File: src/rtl/tlb_pkg.sv
// Shared types and width helpers for the fully-associative TLB.
package tlb_pkg;

  // Lookup/fill FSM: normal operation, or sweeping valid bits clear.
  typedef enum logic [0:0] {
    ST_RUN   = 1'b0,
    ST_FLUSH = 1'b1
  } tlb_state_e;

  // Page-number width left once the untranslated offset is removed.
  function automatic int page_num_w(input int addr_w, input int offset_w);
    return addr_w - offset_w;
  endfunction

  // Bits needed to index DEPTH entries (at least one).
  function automatic int index_w(input int depth);
    return (depth > 1) ? $clog2(depth) : 1;
  endfunction

endpackage

File: src/rtl/tlb_victim_sel.sv
// Fill-slot chooser: lowest-index invalid entry if any, otherwise the
// round-robin pointer entry, in which case the pointer advances (wrapping).
module tlb_victim_sel
  import tlb_pkg::*;
#(
  parameter int DEPTH = 8,
  parameter int IDX_W = 3
) (
  input  logic [DEPTH-1:0] valid_i,
  input  logic [IDX_W-1:0] ptr_i,
  output logic [IDX_W-1:0] idx_o,
  output logic [IDX_W-1:0] next_ptr_o
);

  logic any_free;

  // Scan from the top so the lowest free index is the last one written.
  always_comb begin
    idx_o    = ptr_i;
    any_free = 1'b0;
    for (int i = DEPTH - 1; i >= 0; i--) begin
      idx_o    = valid_i[i] ? idx_o : IDX_W'(i);
      any_free = any_free | ~valid_i[i];
    end
    next_ptr_o = any_free ? ptr_i : (ptr_i + IDX_W'(1'b1));
  end

endmodule

File: src/rtl/tlb_assoc.sv
// Fully-associative TLB: valid/ready lookups with a registered one-cycle
// response, run-time fills with duplicate suppression and round-robin
// replacement, and a one-entry-per-cycle flush sweep.
// Optional build macro TLB_STATS_EN adds saturating hit/miss counters.
module tlb_assoc
  import tlb_pkg::*;
#(
  parameter int VA_W     = 32,
  parameter int PA_W     = 16,
  parameter int OFFSET_W = 6,
  parameter int DEPTH    = 8
) (
  input  logic                  Clock,
  input  logic                  Resetn,
  input  logic                  lookup_valid,
  output logic                  lookup_ready,
  input  logic [VA_W-1:0]       lookup_va,
  output logic                  resp_valid,
  output logic                  resp_hit,
  output logic [PA_W-1:0]       resp_pa,
  input  logic                  fill_valid,
  output logic                  fill_ready,
  input  logic [VA_W-OFFSET_W-1:0] fill_vpn,
  input  logic [PA_W-OFFSET_W-1:0] fill_ppn,
  input  logic                  flush
`ifdef TLB_STATS_EN
  ,
  output logic [31:0]           hit_count,
  output logic [31:0]           miss_count
`endif
);

  localparam int VPN_W = page_num_w(VA_W, OFFSET_W);
  localparam int PPN_W = page_num_w(PA_W, OFFSET_W);
  localparam int IDX_W = index_w(DEPTH);

  // Entry layout depends on the instance widths, so it is declared here.
  typedef struct packed {
    logic             valid;
    logic [VPN_W-1:0] vpn;
    logic [PPN_W-1:0] ppn;
  } entry_t;

  entry_t           entry_q [DEPTH];
  entry_t           entry_d [DEPTH];
  tlb_state_e       state_q, state_d;
  logic [IDX_W-1:0] sweep_q, sweep_d;
  logic [IDX_W-1:0] ptr_q, ptr_d;
  logic             resp_valid_q, resp_hit_q;
  logic [PA_W-1:0]  resp_pa_q;

  logic             run;
  logic             lookup_fire, fill_fire;
  logic [DEPTH-1:0] valid_vec;
  logic             lk_hit, fl_hit;
  logic [IDX_W-1:0] lk_idx, fl_idx, vict_idx, vict_next, fill_idx;

  // FSM state register and flush sweep index.
  always_ff @(posedge Clock or negedge Resetn) begin
    if (!Resetn) begin
      state_q <= ST_RUN;
      sweep_q <= '0;
    end else begin
      state_q <= state_d;
      sweep_q <= sweep_d;
    end
  end

  // FSM next state: enter FLUSH on flush in RUN, leave after the last entry.
  always_comb begin
    state_d = state_q;
    sweep_d = sweep_q;
    case (state_q)
      ST_RUN: begin
        if (flush) begin
          state_d = ST_FLUSH;
          sweep_d = '0;
        end else begin
          state_d = ST_RUN;
        end
      end
      ST_FLUSH: begin
        if (sweep_q == IDX_W'(DEPTH - 1)) begin
          state_d = ST_RUN;
          sweep_d = '0;
        end else begin
          sweep_d = sweep_q + IDX_W'(1'b1);
        end
      end
      default: begin
        state_d = ST_RUN;
        sweep_d = '0;
      end
    endcase
  end

  // FSM outputs: both request channels are accepted only while running.
  always_comb begin
    run          = (state_q == ST_RUN);
    lookup_ready = run;
    fill_ready   = run;
  end

  assign lookup_fire = lookup_valid & lookup_ready;
  assign fill_fire   = fill_valid & fill_ready;

  // Match vectors with lowest-index priority for lookup and for fill.
  always_comb begin
    lk_hit = 1'b0;
    lk_idx = '0;
    fl_hit = 1'b0;
    fl_idx = '0;
    for (int i = DEPTH - 1; i >= 0; i--) begin
      valid_vec[i] = entry_q[i].valid;
      lk_idx = (entry_q[i].valid && entry_q[i].vpn == lookup_va[VA_W-1:OFFSET_W])
               ? IDX_W'(i) : lk_idx;
      lk_hit = lk_hit | (entry_q[i].valid && entry_q[i].vpn == lookup_va[VA_W-1:OFFSET_W]);
      fl_idx = (entry_q[i].valid && entry_q[i].vpn == fill_vpn) ? IDX_W'(i) : fl_idx;
      fl_hit = fl_hit | (entry_q[i].valid && entry_q[i].vpn == fill_vpn);
    end
  end

  tlb_victim_sel #(
    .DEPTH(DEPTH),
    .IDX_W(IDX_W)
  ) u_victim_sel (
    .valid_i   (valid_vec),
    .ptr_i     (ptr_q),
    .idx_o     (vict_idx),
    .next_ptr_o(vict_next)
  );

  // An existing vpn is overwritten in place and never moves the pointer.
  assign fill_idx = fl_hit ? fl_idx : vict_idx;
  assign ptr_d    = (fill_fire && !fl_hit) ? vict_next : ptr_q;

  // Entry next state: flush sweep clears one valid bit, fill writes one entry.
  always_comb begin
    for (int i = 0; i < DEPTH; i++) begin
      if (state_q == ST_FLUSH && sweep_q == IDX_W'(i)) begin
        entry_d[i] = '{valid: 1'b0, vpn: entry_q[i].vpn, ppn: entry_q[i].ppn};
      end else if (fill_fire && fill_idx == IDX_W'(i)) begin
        entry_d[i] = '{valid: 1'b1, vpn: fill_vpn, ppn: fill_ppn};
      end else begin
        entry_d[i] = entry_q[i];
      end
    end
  end

  // Entry array and replacement pointer.
  always_ff @(posedge Clock or negedge Resetn) begin
    if (!Resetn) begin
      for (int i = 0; i < DEPTH; i++) begin
        entry_q[i] <= '0;
      end
      ptr_q <= '0;
    end else begin
      for (int i = 0; i < DEPTH; i++) begin
        entry_q[i] <= entry_d[i];
      end
      ptr_q <= ptr_d;
    end
  end

  // Response register: sees pre-fill contents; miss returns a zero address.
  always_ff @(posedge Clock or negedge Resetn) begin
    if (!Resetn) begin
      resp_valid_q <= 1'b0;
      resp_hit_q   <= 1'b0;
      resp_pa_q    <= '0;
    end else begin
      resp_valid_q <= lookup_fire;
      resp_hit_q   <= lookup_fire & lk_hit;
      resp_pa_q    <= (lookup_fire && lk_hit)
                      ? {entry_q[lk_idx].ppn, lookup_va[OFFSET_W-1:0]} : '0;
    end
  end

  assign resp_valid = resp_valid_q;
  assign resp_hit   = resp_hit_q;
  assign resp_pa    = resp_pa_q;

`ifdef TLB_STATS_EN
  logic [31:0] hit_cnt_q, miss_cnt_q;

  // Saturating hit/miss counters; only Resetn clears them, flush does not.
  always_ff @(posedge Clock or negedge Resetn) begin
    if (!Resetn) begin
      hit_cnt_q  <= 32'd0;
      miss_cnt_q <= 32'd0;
    end else begin
      if (resp_valid_q && resp_hit_q && hit_cnt_q != 32'hFFFF_FFFF) begin
        hit_cnt_q <= hit_cnt_q + 32'd1;
      end else begin
        hit_cnt_q <= hit_cnt_q;
      end
      if (resp_valid_q && !resp_hit_q && miss_cnt_q != 32'hFFFF_FFFF) begin
        miss_cnt_q <= miss_cnt_q + 32'd1;
      end else begin
        miss_cnt_q <= miss_cnt_q;
      end
    end
  end

  assign hit_count  = hit_cnt_q;
  assign miss_count = miss_cnt_q;
`endif

endmodule

File: config.mk
export PLATFORM = sky130hd
export DESIGN_NAME = tlb_assoc
export DESIGN_NICKNAME = d
export VERILOG_FILES = /design/src/rtl/tlb_pkg.sv /design/src/rtl/tlb_victim_sel.sv /design/src/rtl/tlb_assoc.sv
export SDC_FILE = /design/constraint.sdc
export NUM_CORES = 1
export LEC_CHECK = 0
export ABC_AREA = 1
export CAP_MARGIN = 30
export CORE_MARGIN = 5
export CORE_UTILIZATION = 25
export DETAILED_ROUTE_END_ITERATION = 8
export GPL_TIMING_DRIVEN = 0
export MAX_ROUTING_LAYER = met4
export PLACE_DENSITY = 0.42
export REMOVE_ABC_BUFFERS = 1
export SLEW_MARGIN = 10
export SYNTH_ARGS = -nofsm -noshare
export SYNTH_HDL_FRONTEND = slang
export SYNTH_HIERARCHICAL = 1
export SYNTH_SLANG_ARGS = --single-unit
File: constraint.sdc
create_clock -name Clock -period 3.7 [get_ports Clock]
set_input_delay 0.925 -clock Clock [delete_from_list [all_inputs] [get_ports Clock]]
set_output_delay 0.925 -clock Clock [all_outputs]
set_load 0.01 [all_outputs]
==> results.rst, run 1 <==
.. list-table::
   :header-rows: 1

   * - Metric
     - Value
   * - Result of the run
     - finished clean
   * - I/O pin cnt
     - 93
   * - Max-cap viol count
     - 0
   * - Switching power as a share of total power
     - 40.3%
   * - Worst Setup SP
     - fill_vpn[25]
   * - Clock-pin slew reported for the worst setup and hold paths after clock tree synthesis
     - 0.06 ns
   * - Portion of total power attributed to combinational logic
     - 31.6%
   * - Number of nets in the layout
     - 3082
   * - Count of synthesis-stage warnings from yosys
     - 6
   * - Synthesized area per cell
     - 6.97 um^2
   * - Met3 routing resource usage after global routing
     - 4.81%
   * - Critical path start-end classification
     - primary input to flop
   * - Highest Clock Rate
     - 272 MHz
   * - CTS H-tree depth
     - 2
   * - Synth area leader
     - dfrtp_1
   * - Final weighted congestion in routability-driven placement
     - 0.989
   * - Area of the die
     - 0.0865 mm^2
   * - Relative slew slack
     - 53.2%
   * - CORE AREA
     - 0.0803 mm^2
   * - Share of Yosys cell area claimed by the top area cell type
     - 39.8%
   * - Top cells by count, synth
     - 1069 x nand2_1, 321 x dfrtp_1, 265 x inv_1
   * - Met2 layer usage reported by global route
     - 40.7%
   * - Most instantiated library cell after synthesis
     - nand2_1
   * - Highest ir drop seen on vdd
     - 0.000387 V
   * - Number of synthesized flops with an enable pin
     - 0
   * - DRC errors left
     - 0
   * - M1 GR Usage
     - 33.5%
   * - Category of the worst setup path launch point
     - primary input
   * - Final Worst Setup Slack
     - 0.0264 ns
   * - Share of power burned in registers
     - 37.8%
   * - CTS tree
     - yes
   * - Share of layout cells above drive strength 1
     - 12.7%
   * - Max FO, Critical Path
     - 16
   * - Worst r2r path cells
     - 17
   * - Sequential fraction of the synthesis area
     - 39.8%
   * - Max Slew Vio Count
     - 0
   * - Initial antenna violation count
     - 2
   * - Maximum number of pins on one net before global-route repair
     - 100
   * - Row count
     - 104
   * - Count of final hold-check violations
     - 0
   * - Die Ht
     - 294 um
   * - Final critical-path share of the clock period
     - 99.3%
   * - List of cells traversed by the critical path
     - buf_4, buf_8, clkinvlp_4, nand2_1, nand4_1, nor3_2, nand2_1, nor2_1, nand3_2, nand2_2, nor2_4, nand3_1, inv_2, nor2_8, buf_4, nor2_4, buf_12, clkbuf_16, nand3_1, nand2_1
   * - Synthesis-to-layout area growth
     - 25.6%
   * - Wire per inst
     - 27.5 um
   * - Critical path buffer and inverter count
     - 7
   * - Antenna-violating nets left
     - 0
   * - Average via count per standard cell
     - 5.27
   * - Power share of the clock group
     - 30.6%
   * - Maximum clock skew at final layout
     - 0.0325 ns
   * - Power per unit of standard cell area
     - 532 mW/mm^2
   * - Leakage power
     - 0.0121 uW
   * - Worst path max stage delay
     - 0.28 ns
   * - Core utilization of the finished layout
     - 31.6%
   * - Net switching power
     - 5430 uW
   * - Dominant register cell in the synthesized netlist
     - dfrtp_1
   * - Post-Route WL
     - 112000 um
   * - Filler-free cell count of the finished design
     - 4095
   * - Clock Sink Count
     - 321
   * - Initial DRC count
     - 2267
   * - Detailed-placement wirelength estimate
     - 72200 um
   * - Worst reg2reg startpoint
     - entry_q[71]
   * - Reg-to-reg slack, setup
     - 0.32 ns
   * - Starting Density
     - 25.1%
   * - Category of the worst setup path capture point
     - flop
   * - Pre-CTS worst setup slack
     - -2.53 ns
   * - Path class of the lowest-slack min-delay path
     - primary input to async pin
   * - Number of distinct library cell variants in the gate-level netlist after synthesis
     - 46
   * - Setup violation total in the final timing report
     - 0
   * - Overall overflow remaining after global route
     - 0
   * - Overall power consumption
     - 13500 uW
   * - Required time of the worst setup path
     - 4.18 ns
   * - Clock latency on the worst-skew pair
     - 0.61 ns
   * - Number of register bits inferred by synthesis
     - 321
   * - Slew @ Worst Pin
     - 0.695 ns
   * - Width of the die
     - 294 um
   * - Async set-reset flop share out of synthesis
     - 100%
   * - Slowest cell on crit path
     - nor2_8
   * - Minimum period implied by the final worst setup slack
     - 3.67 ns
   * - Cell area after synthesis
     - 0.0202 mm^2
   * - Count of placed standard cells including taps
     - 3900
   * - Number of inserted filler cells in the final layout
     - 8565
   * - Overall track demand over capacity in global routing
     - 25.8%
   * - Num CTS Buffers
     - 43
   * - Peak-usage layer in the global routing report
     - met2
   * - Cell types with the largest area share after synthesis
     - dfrtp_1 40%, nand2_1 20%, nand3_1 6.0%
   * - Count of TritonRoute iterations in the first routing pass
     - 6
   * - Dominant delay contributor by cell family on the critical path
     - simple AND/OR/NAND/NOR gates
   * - Internal power summed over all cells
     - 8070 uW
   * - Buffer cell driving the clock tree root
     - clkbuf_16
   * - Via total after detailed routing
     - 21600
   * - Top cell by count, worst path
     - nand2_1
   * - Number of instances in the synthesized netlist
     - 2896
   * - Global-route wire length before repair
     - 158000 um
   * - I/O Buffers
     - 92
   * - Maximum buffer depth of the clock tree
     - 3
   * - Endpoint of the worst register-to-register path
     - entry_q[220]
   * - Vias in the first global route
     - 21000
   * - Data arrival at the endpoint of the critical path
     - 4.16 ns
[state kept, by name, indices dropped and copies added (netlist names)]
register	flops
entry_q	296
resp_pa	16
ptr_q	3
sweep_q	3
resp_hit	1
resp_valid	1
state_q	1
[stage by stage]
stage          hold slack [ns]  instance area (um^2)  setup TNS (ns)
4_1_cts                  0.371                 25100               0
3_3_place_gp             0.445                 21400        -8093.43
3_5_place_dp             0.451                 22400         -711.23
5_1_grt                  0.397                 25400       -0.000603
2_1_floorplan            0.433                 19200        -1130.23
6_report                 0.336                 25400               0
[worst max-delay path by stage]
stage	endpoint	cells after the start
3_5_place_dp	entry_q[215]	21
6_report	entry_q[220]	20
5_1_grt	entry_q[198]	21
3_3_place_gp	entry_q[157]	14
2_1_floorplan	entry_q[148]	14
4_1_cts	entry_q[197]	22
[layout by cell type, fill, tap and decap left out, types with 6 or more instances in the layout]
master,count
nand2_4,6
inv_1,235
nand3_4,13
clkinvlp_4,28
nand3_1,232
buf_16,16
nand2_2,9
inv_4,7
ha_1,7
buf_12,30
o21ai_0,47
nand3b_1,12
nand3_2,6
buf_8,16
clkbuf_1,15
o2111ai_1,7
nor4_1,6
dfrtp_1,321
xnor2_1,63
clkdlybuf4s50_1,39
clkinv_2,10
nand4_1,189
nand2_1,1061
buf_2,11
clkbuf_16,46
clkbuf_4,10
buf_4,100
buf_6,11
a21oi_1,11
o22ai_1,127
o21ai_1,7
xor2_1,49
nor2_1,170
nor3_1,30
nor2_4,10
[per-layer routing]
metal,vias up,routed length [um]
li1,9625,-
met1,10700,46800
met2,989,51500
met3,248,9270
met4,0,4850
met5,-,0
[what timing repair did]
action,4_1_cts,5_1_grt
endpoints found under the setup margin,316,272
resized for setup,223,75
gates cloned,12,3
hold endpoints to repair,0,0
hold buffers,0,0
setup buffers,88,14
pin swaps,22,9
[power groups by stage]
stage                     Combinational, uW  Clock (uW)  Sequential [uW]
final                                  4270        4140             5100
after global routing                   4640        4350             5170
after CTS                              4180        4220             5080
after detailed placement               3730           0             5140
after global placement                 3510           0             5040
after floorplan                        2210           0             4740
[cell type report]
cell class	instances	area, um^2	share of cell area (%)
Multi-Input combinational cell	2107	10500	41.4
Sequential cell	321	8030	31.7
Timing Repair Buffer	252	2960	11.7
Tap cell	1060	1330	5.23
Clock buffer	63	1200	4.74
Inverter	277	1180	4.67
Clock inverter	14	154	0.607
Antenna cell	1	2.50	0.00987
[logic make-up after synthesis]
logic type               share of synthesized area (%)
AND/OR/NAND/NOR                                   37.9
buffers and inverters                             10.1
flip-flops                                        39.8
AO/OA/AOI/OAI                                     6.71
XOR/XNOR                                          4.90
adder cells (fa/ha/maj)                          0.434
multiplexers                                     0.167
Note: power is estimated with default switching activity, not from simulation.
==> inputs of run 2 (changes only) <==
Settings changed: CTS_BUF_LIST from default to sky130_fd_sc_hd__clkbuf_4 sky130_fd_sc_hd__clkbuf_8.
==> run 2 against run 1 <==
  * The flow now finishes with violations (setup timing)
  * Via count is 0.11% lower
  * Flip-flop and latch count stayed put
  * Wire length hardly changed
  * Combinational power hardly changed
  * Non-clock buffer count is 3 lower
  * Total power is 1.2% higher
  * Maximum frequency is 0.72% lower
  * Critical path type unchanged
==> results.rst, run 2 (synthesized netlist as in run 1, its figures left out) <==
.. list-table::
   :header-rows: 1

   * - Metric
     - Value
   * - I/O pin cnt
     - 93
   * - Category of the worst setup path launch point
     - primary input
   * - Minimum period implied by the final worst setup slack
     - 3.70 ns
   * - Violated checks
     - setup timing
   * - Average via count per standard cell
     - 5.22
   * - Required time of the worst setup path
     - 4.27 ns
   * - Filler-free cell count of the finished design
     - 4130
   * - Portion of total power attributed to combinational logic
     - 31.4%
   * - Overall track demand over capacity in global routing
     - 25.9%
   * - Max Slew Vio Count
     - 0
   * - Internal power summed over all cells
     - 8160 uW
   * - Initial DRC count
     - 2176
   * - Path class of the lowest-slack min-delay path
     - primary input to async pin
   * - Min Hold Slack
     - 0.306 ns
   * - Max FO, Critical Path
     - 38
   * - Clock-pin slew reported for the worst setup and hold paths after clock tree synthesis
     - 0.05 ns
   * - Commonest cells after routing, fill and taps aside
     - 1064 x nand2_1, 321 x dfrtp_1, 235 x inv_1
   * - Antenna-violating nets left
     - 0
   * - Slew @ Worst Pin
     - 0.862 ns
   * - Width of the die
     - 294 um
   * - Final critical-path share of the clock period
     - 100%
   * - Net switching power
     - 5500 uW
   * - Initial antenna violation count
     - 1
   * - CTS tree
     - yes
   * - Count of TritonRoute iterations in the first routing pass
     - 7
   * - Clock Sink Count
     - 321
   * - Max-cap viol count
     - 0
   * - Number of buffers inserted by hold repair at cts
     - 0
   * - Wire per inst
     - 27.2 um
   * - Share of power burned in registers
     - 37.3%
   * - Number of nets in the layout
     - 3102
   * - Count of final hold-check violations
     - 0
   * - Buffer cell driving the clock tree root
     - clkbuf_8
   * - Overall overflow remaining after global route
     - 0
   * - Category of the worst setup path capture point
     - flop
   * - Share of layout cells above drive strength 1
     - 14.0%
   * - Maximum buffer depth of the clock tree
     - 3
   * - Critical path start-end classification
     - primary input to flop
   * - Count of placed standard cells including taps
     - 3900
   * - Flip-flop count of the largest register, all copies and words added
     - 296
   * - Leakage power
     - 0.0122 uW
   * - Detailed-placement wirelength estimate
     - 72200 um
   * - Relative slew slack
     - 42.5%
   * - Global-route wire length before repair
     - 159000 um
   * - Maximum number of pins on one net before global-route repair
     - 100
   * - Via total after detailed routing
     - 21600
   * - Synthesis-to-layout area growth
     - 26.2%
   * - Num CTS Buffers
     - 66
   * - Reg with most FFs
     - entry_q
   * - Vias in the first global route
     - 21200
   * - Result of the run
     - finished with violations
   * - Switching power as a share of total power
     - 40.3%
   * - Row count
     - 104
   * - DRC errors left
     - 0
   * - Starting Density
     - 25.1%
   * - CTS H-tree depth
     - 3
   * - Maximum clock skew at final layout
     - 0.0458 ns
   * - Data arrival at the endpoint of the critical path
     - 4.27 ns
   * - I/O Buffers
     - 92
   * - Power share of the clock group
     - 31.3%
   * - Power per unit of standard cell area
     - 536 mW/mm^2
   * - Die Ht
     - 294 um
   * - Setup violation total in the final timing report
     - 1
   * - Highest Clock Rate
     - 270 MHz
   * - Final Worst Setup Slack
     - -0.000140 ns
   * - Final weighted congestion in routability-driven placement
     - 0.989
   * - Post-Route WL
     - 112000 um
   * - Most common library cell in the layout ignoring fill and taps
     - nand2_1
   * - Area of the die
     - 0.0865 mm^2
   * - CORE AREA
     - 0.0803 mm^2
   * - Highest ir drop seen on vdd
     - 0.000222 V
   * - Clock latency on the worst-skew pair
     - 0.69 ns
-- run 2: layer usage --
metal | up-vias | routed length, um | global-route usage, % | part of all wire (%)
met5 | - | 0 | - | 0
met4 | 0 | 4830 | 9.93 | 4.3
met3 | 257 | 8950 | 5.35 | 8.0
met2 | 993 | 51700 | 40.5 | 46
met1 | 10600 | 47000 | 33.2 | 42
li1 | 9673 | - | - | -
-- run 2: what timing repair did --
item | CTS | global route
buffers inserted | 79 | 20
pin swaps | 17 | 10
resized for setup | 196 | 82
setup endpoints to repair | 316 | 280
hold endpoints to repair | 0 | 0
cloned | 11 | 4
-- run 2: final timing paths --
kind / from / to / slack, ns / depth (start not counted)
worst max register to register: entry_q[71] / entry_q[215] / 0.30 / 20
max in group asynchronous: Resetn / entry_q[21] / 2.24 / 4
worst min register to register: entry_q[157] / entry_q[157] / 0.47 / 2
worst max-delay path: lookup_va[21] / resp_pa[9] / -0.0001 / 23
min in group Clock: entry_q[157] / entry_q[157] / 0.47 / 2
worst min-delay path: Resetn / resp_pa[12] / 0.31 / 2
-- run 2: metrics by stage --
step / cell area (um^2) / power (uW) / worst slack [ns] / utilization [%] / TNS [ns]
2_1_floorplan: 19200 / 6950 / -5.64 / - / -1130.23
3_3_place_gp: 21400 / 8550 / -15.89 / 26.7 / -8093.43
3_5_place_dp: 22400 / 8870 / -2.53 / 27.9 / -711.23
4_1_cts: 25200 / 13700 / 0.00203 / 31.3 / 0
5_1_grt: 25500 / 14400 / -0.0103 / 31.7 / -0.0128
6_report: 25500 / 13700 / -0.000140 / 31.7 / -0.000140
-- run 2: power groups by stage --
| stage | combinational, uW | clock [uW] | sequential, uW |
|---|---|---|---|
| 2_1_floorplan | 2210 | 0 | 4740 |
| 3_3_place_gp | 3510 | 0 | 5040 |
| 3_5_place_dp | 3730 | 0 | 5140 |
| 4_1_cts | 4210 | 4390 | 5080 |
| 5_1_grt | 4670 | 4550 | 5170 |
| 6_report | 4290 | 4270 | 5100 |
-- run 2: final cells by class --
type                       count  area [um^2]
timing repair buffer         249         2980
inverter                     277         1180
sequential                   321         8030
multi-input combinational   2107        10500
fill                        8570        54800
tap                         1060         1330
clock inverter                19          234
clock buffer                  96         1250
antenna                        1         2.50
-- run 2: critical path, cell delays in order --
cell        delay [ns]
buf_2             0.45
clkinvlp_4        0.25
buf_4             0.21
nand2_1           0.07
nand2_1           0.10
nor2_1            0.11
nand2_1           0.06
nor2_1            0.10
nand2_1           0.16
nor2_1            0.12
nand2_1           0.06
nand2_1           0.12
nand2_1           0.09
nand2_1           0.08
nand2_2           0.19
nand2_8           0.24
nand2_4           0.16
buf_12            0.21
nand2_1           0.08
nand2_1           0.04
nor2_1            0.10
nor2_1            0.06
nor2_1            0.21
==> RTL change: new RTL, settings of run 2 <==
Build with the macro `TLB_STATS_EN` defined.
--- a/src/rtl/tlb_assoc.sv
+++ b/src/rtl/tlb_assoc.sv
@@ -2,6 +2,8 @@
 // response, run-time fills with duplicate suppression and round-robin
 // replacement, and a one-entry-per-cycle flush sweep.
 // Optional build macro TLB_STATS_EN adds saturating hit/miss counters.
+`define TLB_STATS_EN
+
 module tlb_assoc
   import tlb_pkg::*;
 #(
Behaviour (old outputs only; new: hit_count and miss_count): same outputs for any inputs over 4 cycles, from zero or initial values and one cycle with Resetn low; that may be too few to reach the edited logic, so the function may still have changed.
==> RTL change against run 2 <==
- area after synthesis up 21%
- total power is 13% higher
- routed wire length is 10% higher
- worst setup slack improved by 0.027 ns
- sequential cell count grew 64
- combinational power up 6.5%
- critical endpoint unchanged
- highest routed layer unchanged
- sequential power up 15%
- cell area rose by 19%
==> RTL change: results (changes against run 2) <==
Setup path
  • Crit. Startpoint: lookup_va[23]
  • Reg2reg end: entry_q[70]
  • R2r setup slk: 0.25 ns (-0.05 ns)
  • Critical path arrival: 4.25 ns (-0.02 ns)
  • Critical path peak fanout: 35 (-7.9%)
  • CP max-delay cell: clkdlybuf4s15_2
  • R2R depth: 16 (-20%)

Logic synthesis
  • Post-synth top cells: 1208 x nand2_1, 385 x dfrtp_1, 345 x inv_1
  • Synth Area in Compound Gates: 0.06243 (-0.004713)
  • Post-Syn Instances: 3449 (+19%)
  • Mux cell area share after synthesis: 0 (-0.001674)
  • Distinct cells, synth: 47 (+2.2%)
  • Synth Area in Adders: 0.004628 (+0.0002885)
  • Sequential-to-total area share from yosys stat: 0.3960 (-0.002048)
  • XOR/XNOR Fraction of Synth Area: 0.06726 (+0.01822)

Route
  • Via count: 25220 (+17%)
  • DR WL met2: 55.07 mm (+6.6%)
  • WL per Instance: 24.98 um (-8.3%)
  • Detailed Route Iter0 Violations: 2746 (+26%)
  • Pre-antenna DRT Iters: 6 (-1)
  • WL met3: 9.976 mm (+11%)
  • Met1 Wirelength: 53.59 mm (+14%)

Cells and area
  • Post-Layout Cell Count: 4967 (+20%)
  • Ratio of cells with drive above 1 in the final layout: 0.1112 (-0.02861)
  • Nets@finish: 3712 (+20%)

Power
  • Maximum vdd drop: 0.0002226 V (about the same)
  • Pleak: 14.17 nW (+16%)

Timing
  • Tightest Pin Transition: 0.8286 ns (-0.03326 ns)
  • Hold slack: 0.2431 ns (-0.06259 ns)
  • Final period utilization: 0.9928 (-0.007200)

Placed design
  • Placed Area: 27390 um^2 (+22%)
  • Final GP Congestion: 0.9467 (-4.3%)
  • Placed Cells: 4739 (+22%)
  • Pre-CTS WS: -2.480 ns (+0.05222 ns)

Global routing
  • Initial antenna violation count: 5 (+4)
  • Met3 Track Usage GR: 0.04574 (-0.007766)
  • Gr usage total: 0.2398 (-0.01963)
  • Met1 Resource Use GR: 0.3157 (-0.01665)
  • Pin count of the biggest net entering global routing: 99 (-1.0%)

Clock tree
  • CTS buffer count: 80 (+21%)
  • Clk_lat worst skew: 0.72 ns (+0.03 ns)

Run status
  • Run status: complete, no violations
==> RTL change: cell count changes in the layout (fill, tap and decap cells not counted), sizes merged, moves of 64 or more <==
cell           before   now
clkdlybuf4s50      39   104
o21ai              56   143
dfrtp             321   385
nand2            1078  1219
inv               250   348
o22ai             127    62
==> RTL change: final cells by class <==
type | count | area, um^2
sequential | 385 | 9634
tap | 1276 | 1597
timing repair buffer | 274 | 3206
antenna | 3 | 7.507
inverter | 371 | 1531
fill | 10560 | 66380
clock inverter | 12 | 143.9
multi-input combinational | 2518 | 12630
clock buffer | 128 | 1580
==> RTL change: power breakdown <==
group	total, mW	internal (mW)	switching, mW
Clock	5.02	2.90	2.12
Combinational	4.57	1.61	2.96
Sequential	5.87	4.95	0.916
==> RTL change: repair_timing <==
action,in CTS,in global routing
cloned,15,1
endpoints found under the setup margin,316,237
pin swaps,17,3
buffers inserted,56,13
gates resized for setup,158,49
